File: src/rtl/subneg_membus_ctrl.sv
// subneg_membus_ctrl: round-robin sequencer for the shared multiplexed SRAM bus,
// running one full read or write cycle per grant for the subneg core or the host loader.
module subneg_membus_ctrl #(
    parameter int WAIT_CYCLES = 1
) (
    input  logic       clk,
    input  logic       rst_n,
    input  logic       cpu_req,
    input  logic       cpu_we,
    input  logic [7:0] cpu_addr,
    input  logic [7:0] cpu_wdata,
    output logic       cpu_ack,
    input  logic       ld_req,
    input  logic       ld_we,
    input  logic [7:0] ld_addr,
    input  logic [7:0] ld_wdata,
    output logic       ld_ack,
    output logic [7:0] rdata,
    output logic       busy,
    output logic       owner,
    output logic [7:0] bus_out,
    output logic [7:0] bus_oe,
    input  logic [7:0] bus_in,
    output logic       le,
    output logic       moe,
    output logic       mwe
);
    typedef enum logic [2:0] {IDLE, ADDR, LATCH, RD, WDATA, WSTB, WHOLD, DONE} state_t;
    localparam logic [3:0] WAIT_LOAD = 4'(WAIT_CYCLES - 1);
    state_t     state;
    logic       we_q;
    logic [7:0] addr_q;
    logic [7:0] wdata_q;
    logic [3:0] cnt;
    logic       pick_ld;
    // on contention the previous owner yields
    assign pick_ld = ld_req && (!cpu_req || !owner);
    always_ff @(posedge clk or negedge rst_n) begin
        if (!rst_n) begin
            state   <= IDLE;
            we_q    <= 1'b0;
            addr_q  <= 8'h00;
            wdata_q <= 8'h00;
            cnt     <= 4'd0;
            cpu_ack <= 1'b0;
            ld_ack  <= 1'b0;
            rdata   <= 8'h00;
            busy    <= 1'b0;
            owner   <= 1'b1;
            bus_out <= 8'h00;
            bus_oe  <= 8'h00;
            le      <= 1'b0;
            moe     <= 1'b0;
            mwe     <= 1'b0;
        end else begin
            cpu_ack <= 1'b0;
            ld_ack  <= 1'b0;
            case (state)
                IDLE: if (cpu_req || ld_req) begin
                    state   <= ADDR;
                    owner   <= pick_ld;
                    we_q    <= pick_ld ? ld_we : cpu_we;
                    addr_q  <= pick_ld ? ld_addr : cpu_addr;
                    wdata_q <= pick_ld ? ld_wdata : cpu_wdata;
                    bus_out <= pick_ld ? ld_addr : cpu_addr;
                    bus_oe  <= 8'hFF;
                    le      <= 1'b1;
                    busy    <= 1'b1;
                end
                ADDR: begin
                    state <= LATCH;
                    le    <= 1'b0;
                end
                LATCH: if (!we_q) begin
                    state  <= RD;
                    bus_oe <= 8'h00;
                    moe    <= 1'b1;
                    cnt    <= WAIT_LOAD;
                end else begin
                    state   <= WDATA;
                    bus_out <= wdata_q;
                end
                RD: if (cnt != 4'd0) begin
                    cnt <= cnt - 4'd1;
                end else begin
                    state   <= DONE;
                    rdata   <= bus_in;
                    moe     <= 1'b0;
                    bus_out <= 8'h00;
                    cpu_ack <= !owner;
                    ld_ack  <= owner;
                end
                WDATA: begin
                    state <= WSTB;
                    mwe   <= 1'b1;
                    cnt   <= WAIT_LOAD;
                end
                WSTB: if (cnt != 4'd0) begin
                    cnt <= cnt - 4'd1;
                end else begin
                    state <= WHOLD;
                    mwe   <= 1'b0;
                end
                WHOLD: begin
                    state   <= DONE;
                    bus_oe  <= 8'h00;
                    bus_out <= 8'h00;
                    cpu_ack <= !owner;
                    ld_ack  <= owner;
                end
                DONE: begin
                    state <= IDLE;
                    busy  <= 1'b0;
                end
            endcase
        end
    end
    wire unused_addr = ^addr_q;
endmodule

File: config.mk
export PLATFORM = sky130hd
export DESIGN_NAME = subneg_membus_ctrl
export DESIGN_NICKNAME = d
export VERILOG_FILES = /design/src/rtl/subneg_membus_ctrl.sv
export SDC_FILE = /design/constraint.sdc
export NUM_CORES = 1
export LEC_CHECK = 0
export CAP_MARGIN = 20
export CORE_ASPECT_RATIO = 0.75
export CORE_UTILIZATION = 44
export DETAILED_ROUTE_END_ITERATION = 16
export PLACE_DENSITY_LB_ADDON = 0.2
export SYNTH_ARGS = -nofsm -noshare
export SYNTH_HDL_FRONTEND = slang
export SYNTH_SLANG_ARGS = --single-unit
File: constraint.sdc
create_clock -name clk -period 2.7 [get_ports clk]
set_clock_uncertainty 0.15 [all_clocks]
set_input_delay 0.27 -clock clk [delete_from_list [all_inputs] [get_ports clk]]
set_output_delay 0.27 -clock clk [all_outputs]
set_load 0.02 [all_outputs]
Yosys cells after proc, flatten, opt, wreduce, memory -nomap -nowiden
Index checks and enable logic that the tools add are counted.
Storage, ports and cells
  register bits: 47
  bits of input ports: 46
  output and inout bits: 31
  logic and storage cells: 83
Operators by class
  $add $sub $neg: 1
  eq/ne operators: 13
  muxes and demuxes: 29
  bitwise logic cells: 1
  reduce and logical (&&, ||, !) cells: 25
Operator list (count)
  $mux 8: 7
  $pmux 8 s4: 1
  $pmux 3 s8: 1
  $pmux 8 s3: 1
  $eq 3x3->1 const B: 4
  $mux 3: 4
  $pmux 1 s2: 6
  $pmux 4 s3: 1
  $reduce_and 3->1: 4
  $ne 2x2->1 const B: 5
  $reduce_and 2->1: 5
  $mux 4: 2
  $reduce_bool 2->1: 4
  $reduce_bool 4->1: 2
  $eq 3x2->1 const B: 2
  $mux 1: 6
  $reduce_bool 3->1: 2
  $reduce_and 4->1: 1
  $sub 4x1->4 const B: 1
  $eq 3x1->1 const B: 1
  $logic_not 3->1: 1
  $logic_not 1->1: 2
  $logic_or 1x1->1: 2
  $ne 2x1->1 const B: 1
  other kinds (3): 3

Logic depth before layout (Yosys ltp)
  word-level depth: 6
  mapped depth: 6
  depth with buffers taken out: 6

Worst setup path before layout
Ideal clock, no wire load.
  kind: register to register
  start point: register cnt[0]
  end point: register bus_out[0]
  setup time: 0.125 ns
  arrival: 1.580 ns
  required time: 2.425 ns
  setup slack: 0.845 ns
  stages on the path, launching flop included: 7
  buffers on the path: 0
  cell sequence: dfrtp_1 > inv_1 > ha_1 > nor3b_2 > nand3_4 > o21ai_4 > mux2_2
Between the ends
  word-level cells in the longest chain between the ends: 3
RTL lines
  from (decl): RTL line 34  | logic [3:0] cnt;
  from (signal assigned): RTL line 84  | cnt <= cnt - 4'd1;
  from (signal assigned): RTL line 99  | cnt <= cnt - 4'd1;
  $reduce_bool 4->1: RTL line 83  | RD: if (cnt != 4'd0) begin
  $ne 2x2->1 (no line)
  $reduce_and 4->1 (no line)
  to (signal assigned): RTL line 65  | bus_out <= pick_ld ? ld_addr : cpu_addr;
  to (signal assigned): RTL line 81  | bus_out <= wdata_q;
  to (decl): RTL line 21  | output logic [7:0] bus_out,
No other way between the ends.
A chain may end at the register's enable or synchronous reset.

Worst setup path after layout
  start point: register state[1]
  end point: register bus_out[1]
Between the ends
  word-level cells in the longest chain between the ends: 3
RTL lines
  from (decl): RTL line 30  | state_t state;
  from (signal assigned): RTL line 40  | state <= IDLE;
  from (signal assigned): RTL line 60  | state <= ADDR;
  from (signal assigned): RTL line 71  | state <= LATCH;
  $eq 3x2->1 (tied with other cells): RTL line 58  | case (state)
  $reduce_bool 4->1 (no line) or $ne 2x2->1 (tied branches)
  $reduce_and 4->1 (no line)
Parallel ways exist; a longest one is shown, timed or not.

==> flow_metrics.py <==
metrics = {
    "grt": {
        "grt_first_pass_wirelength_um": 6941,
        "globalRouteTotalUtil_pct": 19.00,
        "vias_in_the_first_global_route": 1495,
        "initial_antenna_violation_count": 0,
        "remaining_overflow_grt": 0,
        "pin_count_of_the_biggest_net_entering_global_routing": 41,
    },
    "layout": {
        "seq_area_um2": 1002,
        "post_route_cells_drive_above_1_share_pct": 14.96,
        "final_core_utilization_pct": 64.83,
        "num-fill-cells": 369,
        "final_net_count": 300,
        "flow.area_growth_from_synthesis_pct": 40.92,
        "diodes": 0,
        "total_area_of_multi_input_combinational_cells_um2": 942.2,
    },
    "synthesis": {
        "netlist.top_cell.by_area": "dfrtp_1",
        "synth_top_cell_area_share_pct": 47.22,
        "synth.avg_cell_area_um2": 11.42,
        "post-synth-top-count-cell": "dfrtp_1",
        "yosysWarnings": 0,
        "synth_enable_flop_cells": 0,
        "postSynthNetCount": 228,
        "synthesis.instances": 181,
        "synth.ff_latch_count": 40,
        "synth-main-ff-cell": "dfrtp_1",
        "synth.cells.most_frequent": "39 x dfrtp_1, 19 x mux2i_1, 18 x nor2_1",
        "synthDistinctLibCells": 35,
        "async_reset_ff_share_pct": 100.0,
        "syn-cell-area_um2": 2067,
        "synth_top_cells_by_area": "dfrtp_1 47%, mux2i_1 9.2%, mux2_2 8.7%",
        "ys_seq_area_share_pct": 48.49,
    },
    "detailed_routing": {
        "avgViaCountPerCell": 5.270,
        "antenna_left": 0,
        "drt_pass1_iterations": 4,
        "routed-via-count": 1639,
        "routed_wire_length_per_instance_um": 14.19,
        "drt_drc_violations_left": 0,
        "detail_route.iter0.violations": 90,
        "drt_wl_total_um": 4412,
    },
    "worst_setup_path": {
        "worstSetupPathType": "reg -> reg",
        "cp_slowest_stage_delay_ns": 0.71,
        "crit_arrival_ns": 2.14,
        "timing.reg2reg.setup_slack_ns": 0.58,
        "critPathCaptureType": "register",
        "critical_path.max_fanout": 18,
        "crit_path_cell_chain": "nor2b_2 -> nand3_4 -> o21ai_4 -> mux2_2",
        "worst_path_max_delay_cell": "dfrtp_1",
        "worst_setup_path_start_kind": "register",
        "cp.required_ns": 2.72,
    },
    "die": {
        "num_rows": 21,
        "core_region_area_um2": 4493,
        "dieWidth_um": 81.14,
        "die_h_um": 61.36,
        "io_pins": 77,
        "initial_utilization_pct": 46.00,
        "floorplan.die_area_um2": 4978,
    },
    "clocking": {
        "cts_sinks": 40,
        "clock-root-buffer": "clkbuf_8",
        "tritoncts": "done",
        "clk_transition_reported_paths_ns": 0.07,
        "cts_setup_buffers": 0,
        "cts_max_level": 2,
        "cts_max_path_buffers": 2,
        "cts_buffers": 5,
        "clkLatencyLatePin_ns": 0.29,
        "number_of_resized_instances_in_the_post_cts_repair_step": 0,
    },
    "sta": {
        "grt_setup_unrepaired": "false",
        "drv_slew": 0,
        "fmax_mhz": 471.8,
        "timing.final.crit_share_pct": 78.50,
        "finalCriticalPeriod_ns": 2.120,
        "finalSetupTns_ns": 0,
        "final-hold-violation-count": 0,
        "worst-slew-pin-transition_ns": 0.8640,
        "slew-limit-headroom_pct": 42.40,
        "setup-violations-final": 0,
    },
    "placed_design": {
        "routabilityCongestion": 0.7258,
        "dp.final_hpwl_um": 3238,
        "place.port_buffers": 76,
    },
    "pwr": {
        "powerDensity_nw_per_um2": 1197,
        "maximum_vdd_drop_mv": 0.6855,
        "leakage_nw": 1.206,
    },
    "outcome": {
        "outcome": "completed",
    },
    "run": {
        "drv.max_cap_violation_count": 0,
    },
    "min_path": {
        "hp-class": "reg -> reg",
    },
}
## sequential cells by signal (all words and copies together) (netlist names), 3 cells and up
signal and flops:
bus_out 8, wdata_q 8, state 3, rdata 8
cnt 4
## per-stage QoR
stage | hold WS [ns] | total power [mW] | cell area [um^2] | setup slack, ns | cells
finish | 0.3539 | 3.485 | 2913 | 0.5804 | 311
floorplan | -0.1756 | 2.444 | 2067 | 0.8455 | 181
global placement | 0.2942 | 3.045 | 2813 | 0.6024 | 302
detailed placement | 0.2842 | 3.097 | 2813 | 0.5588 | 302
global route | 0.3854 | 3.738 | 2913 | 0.4295 | 311
CTS | 0.3582 | 3.511 | 2913 | 0.5749 | 311
## power by group
group / switching [mW] / internal (mW) / total (mW)
Clock: 0.195 / 0.208 / 0.403
Sequential: 0.286 / 0.894 / 1.18
Combinational: 0.911 / 0.991 / 1.90
## per-layer routing
metal	vias up	GRT usage, %	wire length (um)
met5	-	0	0
met4	0	6.888	47
met3	5	6.222	317
met2	55	29.41	2011
met1	795	25.24	2036
li1	784	-	-
## cell usage in the layout (no fill, tap or decap), types with 3 or more instances in the layout
cell	n
buf_4	4
a21oi_1	15
nor2_1	18
inv_1	3
o2bb2ai_1	9
nand2b_1	4
dfrtp_1	39
o21ai_0	12
clkbuf_8	6
nor3_1	3
mux2_2	16
mux2i_1	19
nand2_1	5
clkdlybuf4s50_1	75
## worst max-delay path: cells and delay by family, from the launching register on
| family | cells | cell delay (ns) |
|---|---|---|
| mux | 1 | 0.38 |
| simple gates | 2 | 0.53 |
| compound gates | 1 | 0.23 |
| flops | 1 | 0.71 |
## logic make-up after synthesis
family                   synth area share [%]
multiplexers                            19.37
AO/OA/AOI/OAI                           13.74
flip-flops                              48.49
adder cells (fa/ha/maj)                0.6052
AND/OR/NAND/NOR                         11.26
buffers and inverters                   6.114
XOR/XNOR                               0.4238
## path summary, 6_finish.rpt
| kind | from | to | cells after the start |
|---|---|---|---|
| min | rdata[2]$_DFFE_PN0P_ | rdata[2]$_DFFE_PN0P_ | 1 |
| max in group asynchronous | rst_n | cnt[1]$_DFFE_PN0P_ | 2 |
| max | state[1]$_DFFE_PN0P_ | bus_out[1]$_DFFE_PN0P_ | 4 |
| min reg2reg | rdata[2]$_DFFE_PN0P_ | rdata[2]$_DFFE_PN0P_ | 1 |
| max reg2reg | state[1]$_DFFE_PN0P_ | bus_out[1]$_DFFE_PN0P_ | 4 |
| min in group asynchronous | rst_n | bus_out[7]$_DFFE_PN0P_ | 2 |
## repair_timing
| item | in CTS | in global routing |
|---|---|---|
| setup endpoints to repair | 0 | 0 |
| hold buffers | 1 | 0 |
| hold endpoints to repair | 39 | 0 |
## cell type report
type / count / area share, %
clock buffers: 8 / 3.093
inverters: 3 / 0.3866
multi-input cells: 122 / 32.35
flip-flops and latches: 40 / 34.41
well taps: 57 / 2.448
repair buffers: 81 / 27.32
No activity file was read; power rests on OpenSTA's default activity.
